File: src/rtl/measurement_sequencer_if.sv
// Control/status bundle for the measurement sequencer: the requester side (master)
// supplies start/abort and configuration; the sequencer side (slave) drives light and counter controls.
interface measurement_sequencer_if;
  logic        start;
  logic        abort;
  logic [31:0] half_period;
  logic [15:0] num_cycles;
  logic [15:0] settle_clks;
  logic        light_source_pin;
  logic        count_on_en;
  logic        count_off_en;
  logic        counter_clear;
  logic        result_latch;
  logic        busy;
  logic        done;
  logic [15:0] cycle_index;

  modport master (
    output start, abort, half_period, num_cycles, settle_clks,
    input  light_source_pin, count_on_en, count_off_en, counter_clear,
           result_latch, busy, done, cycle_index
  );

  modport slave (
    input  start, abort, half_period, num_cycles, settle_clks,
    output light_source_pin, count_on_en, count_off_en, counter_clear,
           result_latch, busy, done, cycle_index
  );
endinterface

File: src/rtl/measurement_sequencer.sv
// Lock-in style light on/off sequencer driving photon counter buckets; start->clear 1 clk, light 2 clks.
// No backpressure; outputs registered. SEQ_DARK_PHASE_EN adds a 2*half_period dark phase before the first ON.
module measurement_sequencer (
  input  logic                         clock_50_mhz,
  input  logic                         reset,
  measurement_sequencer_if.slave       bus
);

  typedef enum logic [2:0] {
    S_IDLE,
    S_CLEAR,
`ifdef SEQ_DARK_PHASE_EN
    S_DARK,
`endif
    S_ON,
    S_OFF,
    S_LATCH,
    S_DONE
  } state_t;

  state_t      state_q, state_d;
  logic [31:0] timer_q, timer_d;
  logic [15:0] idx_q, idx_d;
  logic [31:0] hp_q, hp_d;
  logic [15:0] nc_q, nc_d;
  logic [15:0] st_q, st_d;
  logic        light_q, light_d;
  logic        on_en_q, on_en_d;
  logic        off_en_q, off_en_d;
  logic        clear_q, clear_d;
  logic        latch_q, latch_d;
  logic        busy_q, busy_d;
  logic        done_q, done_d;
`ifdef SEQ_DARK_PHASE_EN
  logic        dark_half_q, dark_half_d;
`endif

  logic phase_end;
  logic last_pair;
  logic in_run;

  assign phase_end = (timer_q == hp_q - 32'd1);
  assign last_pair = (idx_q == nc_q - 16'd1);
  assign in_run    = (state_q != S_IDLE) && (state_q != S_DONE);

  always_comb begin
    state_d = state_q;
    timer_d = timer_q;
    idx_d   = idx_q;
    hp_d    = hp_q;
    nc_d    = nc_q;
    st_d    = st_q;
`ifdef SEQ_DARK_PHASE_EN
    dark_half_d = dark_half_q;
`endif
    case (state_q)
      S_IDLE, S_DONE: begin
        if (bus.start) begin
          idx_d   = '0;
          timer_d = '0;
          if (bus.abort) begin
            state_d = S_IDLE;
          end else begin
            hp_d    = (bus.half_period == 32'd0) ? 32'd1 : bus.half_period;
            nc_d    = (bus.num_cycles == 16'd0) ? 16'd1 : bus.num_cycles;
            st_d    = bus.settle_clks;
            state_d = S_CLEAR;
          end
        end
      end
      S_CLEAR: begin
        timer_d = '0;
`ifdef SEQ_DARK_PHASE_EN
        dark_half_d = 1'b0;
        state_d     = S_DARK;
`else
        state_d = S_ON;
`endif
      end
`ifdef SEQ_DARK_PHASE_EN
      // Dark spans two half-periods; the flag avoids a 33-bit timer.
      S_DARK: begin
        timer_d = timer_q + 32'd1;
        if (phase_end) begin
          timer_d     = '0;
          dark_half_d = 1'b1;
          if (dark_half_q) begin
            dark_half_d = 1'b0;
            state_d     = S_ON;
          end
        end
      end
`endif
      S_ON: begin
        timer_d = timer_q + 32'd1;
        if (phase_end) begin
          timer_d = '0;
          state_d = S_OFF;
        end
      end
      S_OFF: begin
        timer_d = timer_q + 32'd1;
        if (phase_end) begin
          timer_d = '0;
          if (last_pair) begin
            state_d = S_LATCH;
          end else begin
            idx_d   = idx_q + 16'd1;
            state_d = S_ON;
          end
        end
      end
      S_LATCH: state_d = S_DONE;
      default: state_d = S_IDLE;
    endcase

    if (bus.abort && in_run) begin
      state_d = S_IDLE;
      timer_d = '0;
      idx_d   = '0;
`ifdef SEQ_DARK_PHASE_EN
      dark_half_d = 1'b0;
`endif
    end

    // Outputs are decoded from next-state values so they appear registered with no extra lag.
    light_d  = (state_d == S_ON);
    on_en_d  = (state_d == S_ON) && (timer_d >= {16'd0, st_d});
    off_en_d = (state_d == S_OFF) && (timer_d >= {16'd0, st_d});
`ifdef SEQ_DARK_PHASE_EN
    if (state_d == S_DARK) begin
      off_en_d = (({1'b0, timer_d} + (dark_half_d ? {1'b0, hp_d} : 33'd0)) >= {17'd0, st_d});
    end
`endif
    clear_d  = (state_d == S_CLEAR);
    latch_d  = (state_d == S_LATCH);
    done_d   = (state_d == S_DONE);
    busy_d   = (state_d != S_IDLE) && (state_d != S_DONE);
  end

  always_ff @(posedge clock_50_mhz) begin
    if (reset) begin
      state_q  <= S_IDLE;
      timer_q  <= '0;
      idx_q    <= '0;
      hp_q     <= '0;
      nc_q     <= '0;
      st_q     <= '0;
      light_q  <= 1'b0;
      on_en_q  <= 1'b0;
      off_en_q <= 1'b0;
      clear_q  <= 1'b0;
      latch_q  <= 1'b0;
      busy_q   <= 1'b0;
      done_q   <= 1'b0;
`ifdef SEQ_DARK_PHASE_EN
      dark_half_q <= 1'b0;
`endif
    end else begin
      state_q  <= state_d;
      timer_q  <= timer_d;
      idx_q    <= idx_d;
      hp_q     <= hp_d;
      nc_q     <= nc_d;
      st_q     <= st_d;
      light_q  <= light_d;
      on_en_q  <= on_en_d;
      off_en_q <= off_en_d;
      clear_q  <= clear_d;
      latch_q  <= latch_d;
      busy_q   <= busy_d;
      done_q   <= done_d;
`ifdef SEQ_DARK_PHASE_EN
      dark_half_q <= dark_half_d;
`endif
    end
  end

  assign bus.light_source_pin = light_q;
  assign bus.count_on_en      = on_en_q;
  assign bus.count_off_en     = off_en_q;
  assign bus.counter_clear    = clear_q;
  assign bus.result_latch     = latch_q;
  assign bus.busy             = busy_q;
  assign bus.done             = done_q;
  assign bus.cycle_index      = idx_q;

endmodule
File: src/flat_wrapper.sv
// flat-port wrapper written by rule: the top's interface ports become plain ports
module measurement_sequencer_flat 
  (clock_50_mhz, reset, bus_start, bus_abort, bus_half_period, bus_num_cycles, bus_settle_clks, bus_light_source_pin, bus_count_on_en, bus_count_off_en, bus_counter_clear, bus_result_latch, bus_busy, bus_done, bus_cycle_index);
  measurement_sequencer_if bus_i ();
  input  logic clock_50_mhz;
  input  logic reset;
  input wire logic [$bits(bus_i.start)-1:0] bus_start;
  input wire logic [$bits(bus_i.abort)-1:0] bus_abort;
  input wire logic [$bits(bus_i.half_period)-1:0] bus_half_period;
  input wire logic [$bits(bus_i.num_cycles)-1:0] bus_num_cycles;
  input wire logic [$bits(bus_i.settle_clks)-1:0] bus_settle_clks;
  output wire logic [$bits(bus_i.light_source_pin)-1:0] bus_light_source_pin;
  output wire logic [$bits(bus_i.count_on_en)-1:0] bus_count_on_en;
  output wire logic [$bits(bus_i.count_off_en)-1:0] bus_count_off_en;
  output wire logic [$bits(bus_i.counter_clear)-1:0] bus_counter_clear;
  output wire logic [$bits(bus_i.result_latch)-1:0] bus_result_latch;
  output wire logic [$bits(bus_i.busy)-1:0] bus_busy;
  output wire logic [$bits(bus_i.done)-1:0] bus_done;
  output wire logic [$bits(bus_i.cycle_index)-1:0] bus_cycle_index;
  assign bus_i.start = bus_start;
  assign bus_i.abort = bus_abort;
  assign bus_i.half_period = bus_half_period;
  assign bus_i.num_cycles = bus_num_cycles;
  assign bus_i.settle_clks = bus_settle_clks;
  assign bus_light_source_pin = bus_i.light_source_pin;
  assign bus_count_on_en = bus_i.count_on_en;
  assign bus_count_off_en = bus_i.count_off_en;
  assign bus_counter_clear = bus_i.counter_clear;
  assign bus_result_latch = bus_i.result_latch;
  assign bus_busy = bus_i.busy;
  assign bus_done = bus_i.done;
  assign bus_cycle_index = bus_i.cycle_index;
  measurement_sequencer u_core (.clock_50_mhz(clock_50_mhz), .reset(reset), .bus(bus_i));
endmodule
File: config.mk
export PLATFORM = sky130hd
export DESIGN_NAME = measurement_sequencer_flat
export DESIGN_NICKNAME = d
export VERILOG_FILES = /design/src/rtl/measurement_sequencer_if.sv /design/src/rtl/measurement_sequencer.sv /design/src/flat_wrapper.sv
export SDC_FILE = /design/constraint.sdc
export NUM_CORES = 1
export LEC_CHECK = 0
export CAP_MARGIN = 25
export CORE_UTILIZATION = 50
export CTS_BUF_LIST = sky130_fd_sc_hd__clkbuf_2 sky130_fd_sc_hd__clkbuf_4 sky130_fd_sc_hd__clkbuf_8
export CTS_CLUSTER_SIZE = 20
export DETAILED_ROUTE_END_ITERATION = 8
export PLACE_DENSITY = 0.79
export SLEW_MARGIN = 10
export SYNTH_ARGS = -nofsm -noshare
export SYNTH_HDL_FRONTEND = slang
export SYNTH_SLANG_ARGS = --single-unit
File: constraint.sdc
create_clock -name clock_50_mhz -period 12.5 [get_ports clock_50_mhz]
set_clock_uncertainty 0.15 [all_clocks]
set_input_delay 2.5 -clock clock_50_mhz [delete_from_list [all_inputs] [get_ports clock_50_mhz]]
set_output_delay 2.5 -clock clock_50_mhz [all_outputs]
set_load 0.005 [all_outputs]
==> results.sh <==
export IMPL_status="complete, no violations"
export IMPL_n_antenna_cell=0
export IMPL_worst_pin_slew_ns=1.048
export IMPL_finalPower_w=0.0009530
export IMPL_path_cells="clkdlybuf4s50_1 -> inv_1 -> o21ai_0 -> a21oi_1 -> mux2_2 -> nand2_1 -> ha_1 -> nand2b_1 -> a21o_1 -> a21o_1 -> a211o_1 -> o211ai_1 -> a21oi_1 -> nor3_1 -> o41ai_1 -> o21ai_0 -> nor2_1"
export IMPL_grt_overflow=0
export IMPL_clockBufferDepth=2
export IMPL_path_max_fanout=10
export IMPL_dpl_cell_count=1225
export IMPL_max_clock_freq_mhz=168.6
export IMPL_period_minus_slack_ns=5.930
export IMPL_seq_area_um2=2442
export IMPL_synth_seq_cells=122
export IMPL_syn_num_nets=1113
export IMPL_peakVddDrop_uv=72.35
export IMPL_leakage_nw=3.241
export IMPL_vias=7737
export IMPL_cts_buffers=17
export IMPL_critical_path_class="in -> reg"
export IMPL_cts_hold_buf=0
export IMPL_cp_start_kind="input port"
export IMPL_netlist_instances=1025
export IMPL_synth_distinct_cells=61
export IMPL_core_area_um2=14750
export IMPL_dpl_hpwl_um=14810
export IMPL_cts_tree="yes"
export IMPL_place_congestion=0.9390
export IMPL_rsz0062_at_grt="no"
export IMPL_pin_count=91
export IMPL_synth_area_leaders="dfxtp_1, nand2_1, a21oi_1, xnor2_1, nor2_1"
export IMPL_cp_num_buf_inv=2
export IMPL_synth_edf_count=0
export IMPL_post_drt_wl_per_cell_um=16.43
export IMPL_clk_pin_slew_ns=0.08
export IMPL_crit_family="compound AO/OA/AOI/OAI gates"
export IMPL_fp_dieH_um=125.8
export IMPL_yosys_warnings=0
export IMPL_relSlewSlack_pct=30.16
export IMPL_multiInputGateArea_um2=4841
export IMPL_ys_flop_type="dfxtp_1"
export IMPL_crit_path_top_delay_cell="a21oi_1"
export IMPL_slew_viol_final=0
export IMPL_drc=0
export IMPL_area_delta_synth_final_pct=16.98
export IMPL_ant_nets=0
export IMPL_synth_top_area_cell="dfxtp_1"
export IMPL_final_setup_tns_ns=0
export IMPL_final_hold_violation_count=0
export IMPL_totalWireLength_um=20690
export IMPL_synthArstFlopShare_pct=0
export IMPL_cts_root_buf="clkbuf_8"
export IMPL_hp_class="reg -> reg"
export IMPL_cts_sinks=122
export IMPL_track_usage_pct=26.16
export IMPL_grt_first_pass_wirelength_um=33690
export IMPL_grt_max_degree=75
export IMPL_grt_pass1_vias=7004
export IMPL_required_ns=12.68
export IMPL_fin_crit_sh_pct=47.44
export IMPL_viasPerCell=6.145
export IMPL_synth_seq_area_share_pct=31.86
export IMPL_synth_top_area_share_pct=31.86
export IMPL_p_per_area_nw_per_um2=106.3
export IMPL_start_util_pct=51.95
export IMPL_die_x_um=125.8
export IMPL_core_rowCount=44
export IMPL_clock_latency_ns=0.45
export IMPL_dieArea_um2=15830
export IMPL_antenna_found_initial=0
export IMPL_drv_cap=0
export IMPL_htreeDepth=4
export IMPL_syn_area_um2=7665
export IMPL_ctsResizeCount=0
export IMPL_max_stage_delay_ns=0.73
export IMPL_postCtsSetupBuffers=0
export IMPL_num_fill_cells=1362
export IMPL_stdcell_count=1259
export IMPL_postLayoutCoreUtil_pct=60.77
export IMPL_port_buffers=90
export IMPL_holdWs_ns=0.3260
export IMPL_end_kind="flip-flop"
export IMPL_cp_arrival_ns=6.11
export IMPL_first_iter_violations=828
export IMPL_setup_viol=0
export IMPL_first_pass_iters=5
export IMPL_fin_nets=1150
export IMPL_avgSynthCellArea_um2=7.478
export IMPL_drive_gt1_share_pct=5.767
## power breakdown
part | switching [W] | leakage [nW] | total (W) | internal, W
combinational | 0.0000911 | 2.05 | 0.000168 | 0.0000772
clock | 0.000172 | 0.203 | 0.000372 | 0.000200
sequential | 0.0000137 | 0.990 | 0.000413 | 0.000399
total | 0.000276 | 3.24 | 0.000953 | 0.000677
## placed cells by master, fill, tap and decap left out, types with 4 or more instances in the layout
master / n
a21boi_0: 4
a21o_1: 5
a21oi_1: 98
a221oi_1: 4
a311oi_1: 23
a31o_2: 6
a31oi_1: 14
a41oi_1: 6
and2_1: 7
and3_1: 21
buf_4: 7
clkbuf_8: 17
clkdlybuf4s50_1: 89
dfxtp_1: 122
ha_1: 20
inv_1: 20
mux2i_1: 19
nand2_1: 148
nand2b_1: 7
nand3_1: 42
nand4_1: 24
nor2_1: 82
nor2b_1: 5
nor3_1: 35
nor3b_1: 5
nor4_1: 29
o21ai_0: 34
o31ai_1: 8
or3_1: 16
or4_1: 13
xnor2_1: 40
xor2_1: 34
## Yosys cell counts, types with 5 or more instances
master,count
xnor2_1,40
a311oi_1,23
nor3b_1,5
inv_1,20
or4_1,13
o31ai_1,8
nand2b_1,8
a21oi_1,99
buf_1,7
and2_1,7
ha_1,20
nor3_1,35
nand2_1,148
a31oi_1,14
or3_1,16
and3_1,21
mux2i_1,19
nand4_1,24
clkbuf_1,69
a31o_2,6
a41oi_1,6
o21ai_0,34
a21o_1,5
xor2_1,34
nor2b_1,5
dfxtp_1,122
nor2_1,83
nor4_1,29
nand3_1,42
## kinds of logic (layout without fill, tap and decap cells)
| family | count (synthesis) | after routing | synth area share [%] |
|---|---|---|---|
| mux | 21 | 21 | 2.775 |
| buf+inv | 101 | 151 | 5.191 |
| xor+xnor | 74 | 74 | 8.456 |
| flops | 122 | 122 | 31.86 |
| compound gates | 236 | 236 | 19.74 |
| simple gates | 451 | 451 | 28.71 |
| fa+ha+maj | 20 | 20 | 3.265 |
## metal layers
layer	vias up	global-route usage, %	part of all wire [%]
li1	3790	-	-
met1	3598	36.71	47
met2	309	39.74	43
met3	40	5.607	8.0
met4	0	8.859	2.0
met5	-	0	0
## tightest hold or removal path, cell delays in order (launching register included)
cell and delay [ns]:
dfxtp_1 0.33, nand2_1 0.06, a21oi_1 0.05
## per-stage QoR
step / area (um^2) / setup WS (ns)
after global placement: 8537 / 6.215
after detailed placement: 8537 / 6.157
after floorplan: 7665 / 7.237
after CTS: 8950 / 6.637
after global routing: 8966 / 6.303
final: 8966 / 6.570
## flip-flops by register name (all words and copies together) (netlist names), 3 cells and up
signal                  cells
u_core.state_q              3
u_core.hp_q                32
u_core.bus.cycle_index     16
u_core.st_q                16
u_core.timer_q             32
u_core.nc_q                16
## worst paths after layout
check / cells after the start / end / slack (ns) / from
worst max-delay path: 17 / u_core.bus.count_off_en / 6.57 / bus_start
worst max register to register: 23 / u_core.bus.count_off_en / 6.80 / u_core.hp_q[0]
worst min-delay path: 2 / u_core.hp_q[31] / 0.33 / u_core.hp_q[31]
worst min register to register: 2 / u_core.hp_q[31] / 0.33 / u_core.hp_q[31]
## cell type report
class / instances / share of cell area (%)
Multi-Input combinational cell: 802 / 53.99
Sequential cell: 122 / 27.24
Timing Repair Buffer: 99 / 10.76
Clock buffer: 18 / 2.693
Tap cell: 184 / 2.568
Clock inverter: 14 / 1.912
Inverter: 20 / 0.8373
Note: power is estimated with default switching activity, not from simulation.
